**src/rtl/counter_seq_ctrl.sv**
```systemverilog
// Start/stop/hold controlled up-counter with a latched terminal count,
// selectable one-shot or periodic (auto-reload) behaviour and a terminal-count tick.
module counter_seq_ctrl #(
    parameter int N = 6
) (
    input  logic         clk,
    input  logic         clr_n,
    input  logic         start,
    input  logic         stop,
    input  logic         hold,
    input  logic         periodic,
    input  logic [N-1:0] tc_in,
    output logic [N-1:0] q,
    output logic         busy,
    output logic         tick,
    output logic         done
);

    typedef enum logic [1:0] {
        IDLE,
        RUN,
        HOLD,
        DONE
    } state_t;

    localparam logic [N-1:0] ONE = {{(N-1){1'b0}}, 1'b1};

    state_t       state;
    logic [N-1:0] tc_lat;
    logic         mode_lat;

    // NOTE: every register, including the latched terminal count and mode, is
    // cleared by the async reset so no X can leak into the compare after power-up.
    always_ff @(posedge clk or negedge clr_n) begin
        if (!clr_n) begin
            state    <= IDLE;
            q        <= '0;
            tc_lat   <= '0;
            mode_lat <= 1'b0;
            tick     <= 1'b0;
        end else begin
            // NOTE: non-blocking assignments throughout; a later assignment in
            // this block overrides this default pulse-clear for the same edge.
            tick <= 1'b0;
            if (stop) begin
                // Stop outranks everything; in IDLE this simply re-asserts IDLE.
                state <= IDLE;
                q     <= '0;
            end else begin
                case (state)
                    IDLE, DONE: begin
                        if (start) begin
                            tc_lat   <= tc_in;
                            mode_lat <= periodic;
                            q        <= '0;
                            state    <= RUN;
                        end
                    end
                    RUN: begin
                        if (hold) begin
                            state <= HOLD;
                        end else if (q == tc_lat) begin
                            tick <= 1'b1;
                            if (mode_lat) q <= '0;
                            else          state <= DONE;
                        end else begin
                            q <= q + ONE;
                        end
                    end
                    HOLD: begin
                        // Leaving HOLD costs one edge with q frozen (resume bubble).
                        if (!hold) state <= RUN;
                    end
                    default: state <= IDLE;
                endcase
            end
        end
    end

    assign busy = (state == RUN) || (state == HOLD);
    assign done = (state == DONE);

endmodule

```
**config.mk**
```make
export PLATFORM = sky130hd
export DESIGN_NAME = counter_seq_ctrl
export DESIGN_NICKNAME = d
export VERILOG_FILES = /design/src/rtl/counter_seq_ctrl.sv
export SDC_FILE = /design/constraint.sdc
export NUM_CORES = 1
export LEC_CHECK = 0
export BUFFER_PORTS_ARGS = -buffer_cell sky130_fd_sc_hd__clkbuf_2
export CAP_MARGIN = 30
export CORE_ASPECT_RATIO = 0.8
export CORE_UTILIZATION = 50
export DETAILED_ROUTE_END_ITERATION = 10
export PLACE_DENSITY_LB_ADDON = 0.15
export SYNTH_ARGS = -nofsm -noshare
export SYNTH_HDL_FRONTEND = slang
export SYNTH_SLANG_ARGS = --single-unit
```
**constraint.sdc**
```tcl
create_clock -name clk -period 2.47 [get_ports clk]
set_clock_uncertainty 0.15 [all_clocks]
set_input_delay 0.247 -clock clk [delete_from_list [all_inputs] [get_ports clk]]
set_output_delay 0.247 -clock clk [all_outputs]
set_load 0.005 [all_outputs]
```
==> metrics <==
run status finished, final reports clean; CTS tree yes; CP Launch Type flip-flop; cell row count 13; clk_lat worst skew 0.28 ns; clock sink total 16; Synth Warn # 0; ant diodes 0; Fmax 519 MHz; unrepaired setup endpoints after global routing false; multi-input logic area 457 µm²; sequential-to-total area share from yosys stat 0.449; IO Count 21; CP arrival 1.98 ns; CORE AREA 0.00164 mm²; max_slew headroom 0.711; initial antenna violation count 0; DR vias/cell 5.43; Distinct cells, synth 26; Die H 39.8 µm; H-tree Lvls 1; Pins Over Slew Limit 0; ANT nets after route 0; total of max-cap violations 0; P&R area growth vs syn 19.5%; Setup crit end kind flip-flop; Vias 706; Chip Width 49.2 µm; WP data required 2.52 ns; Post-CTS Setup Inserts 0; Yosys top cell area share 0.449; wire length on met2 793 µm; Leak 0.500 nW; Synth area leader dfrtp_1; worst slew pin tran 0.431 ns; crit path time final 1.93 ns; Post-Route WL 1.69 mm; nets@finish 125; violation count after the first detailed-route iteration 17; vias in the first global route 587; GRT Total Usage 0.199; Syn Inst Count 83; final non-filler cell total 130; dominant synthesized flop cell dfrtp_1; clk slew on worst S/H paths 0.09 ns; DIE AREA 0.00196 mm²; syn_area_per_cell 10.7 µm²; drt first pass iters 6; Post-synth EDFFs 0; Initial Util 0.542; hold_buf cts 1; grt total ovfl 0; top cells by area, synth dfrtp_1 (45%), mux2_2 (8.8%), ha_1 (5.6%); Storage cell area 400 µm²; number of buffers created by CTS 3; first-pass GRT wire length 2.63 mm; Fin Setup TNS 0 ns; M1 WL 779 µm; largest net degree at the start of global routing 17; final setup vio count 0; synthesized area 891 µm²; Post-Syn Nets 99; post-CTS sizing 0; number of synthesized register bits 16; drt drc 0; met3 WL 116 µm; Hold Fails Final Rpt 0; Placed Cells 125; final instance area 0.00106 mm²; highest metal used met3; DP HPWL 1.34 mm; Async SR Flop Fraction 1.00; Root Driver clkbuf_4; FILL cells 138; power after layout 0.950 mW; DP Area 0.00102 mm²; crit share post-route 0.781; critical path class flip-flop to flip-flop; Power Dens Cells 893 mW/mm²; Max Root-Sink Buffers 2; Peak VDD IR 0.000528 V; share of cells above drive strength 1 0.333; crit-path max FO 6; WL/cell 13.0 µm; HP Class primary input to flip-flop; IO buf count 20; gpl congestion 0.856
[routing by layer]
metal  GRT usage  up-vias
met2       0.339       31
li1            -      346
met3      0.0698        0
met5           0        -
met4      0.0662        0
met1       0.238      329
[through the flow]
stage	hold slack (ns)	util	setup WS, ns
after floorplan	-0.199	-	0.752
after global placement	0.0450	0.620	0.670
after detailed placement	0.0418	0.620	0.573
after CTS	0.0352	0.648	0.547
after global routing	0.0343	0.648	0.445
final	0.0408	0.648	0.541
[final timing paths]
kind,startpoint,endpoint,slack (ns),cells past startpoint
worst max-delay path,state[0],q[3],0.54,7
worst min-delay path,periodic,mode_lat,0.04,2
worst max register to register,state[0],q[3],0.54,7
worst min register to register,tc_lat[3],tc_lat[3],0.38,1
max in group asynchronous,clr_n,tc_lat[3],1.64,2
min in group asynchronous,clr_n,mode_lat,0.26,2
[Yosys cell counts (all sizes together), types with 2 or more instances]
| library cell | number |
|---|---|
| o22ai | 5 |
| o21ai | 3 |
| nand3 | 2 |
| a21oi | 3 |
| dfrtp | 16 |
| mux2 | 7 |
| nand2 | 9 |
| nor2 | 2 |
| inv | 9 |
| xnor2 | 7 |
| nand2b | 4 |
| ha | 4 |
[kinds of logic (layout without fill, tap and decap cells)]
logic type,count (synthesis),in the layout,share of synthesized area
AOI/OAI and AO/OA,18,18,0.155
buffers and inverters,9,34,0.0379
adders and majority gates,4,4,0.0562
DFF,16,16,0.449
xor gates and xnor gates,7,7,0.0857
muxes,7,7,0.0885
and+or+nand+nor,22,22,0.128
[placed cells by master, fill, tap and decap left out, types with 2 or more instances in the layout]
cell type	count
a21oi_1	3
clkbuf_2	20
clkbuf_4	3
dfrtp_1	16
ha_1	4
inv_1	9
mux2_2	7
nand2_1	9
nand2b_1	4
nand3_1	2
nor2_1	2
o21ai_1	2
o22ai_1	5
xnor2_1	5
xnor2_2	2
[final cells by class]
class / instances / area share
inverters: 9 / 0.0317
well taps: 22 / 0.0259
multi-input cells: 58 / 0.429
flip-flops and latches: 16 / 0.376
repair buffers: 21 / 0.103
clock buffers: 4 / 0.0341
[sequential cells by signal, summed over array words and instances, names as in the netlist]
name	count
state	2
tick	1
tc_lat	6
mode_lat	1
q	6
[where the power goes]
group | internal [mW] | switching (mW)
registers | 0.337 | 0.0769
clock network | 0.0898 | 0.0781
logic | 0.189 | 0.181
total | 0.615 | 0.335
[worst max-delay path: stages, from the launching register on]
cell and delay, ns:
dfrtp_1 0.44, inv_1 0.06, ha_1 0.33, or2_1 0.23, a31o_2 0.26, o41ai_4 0.09
a21oi_1 0.09, o22ai_1 0.20
Power figures use the tool's default switching activity.
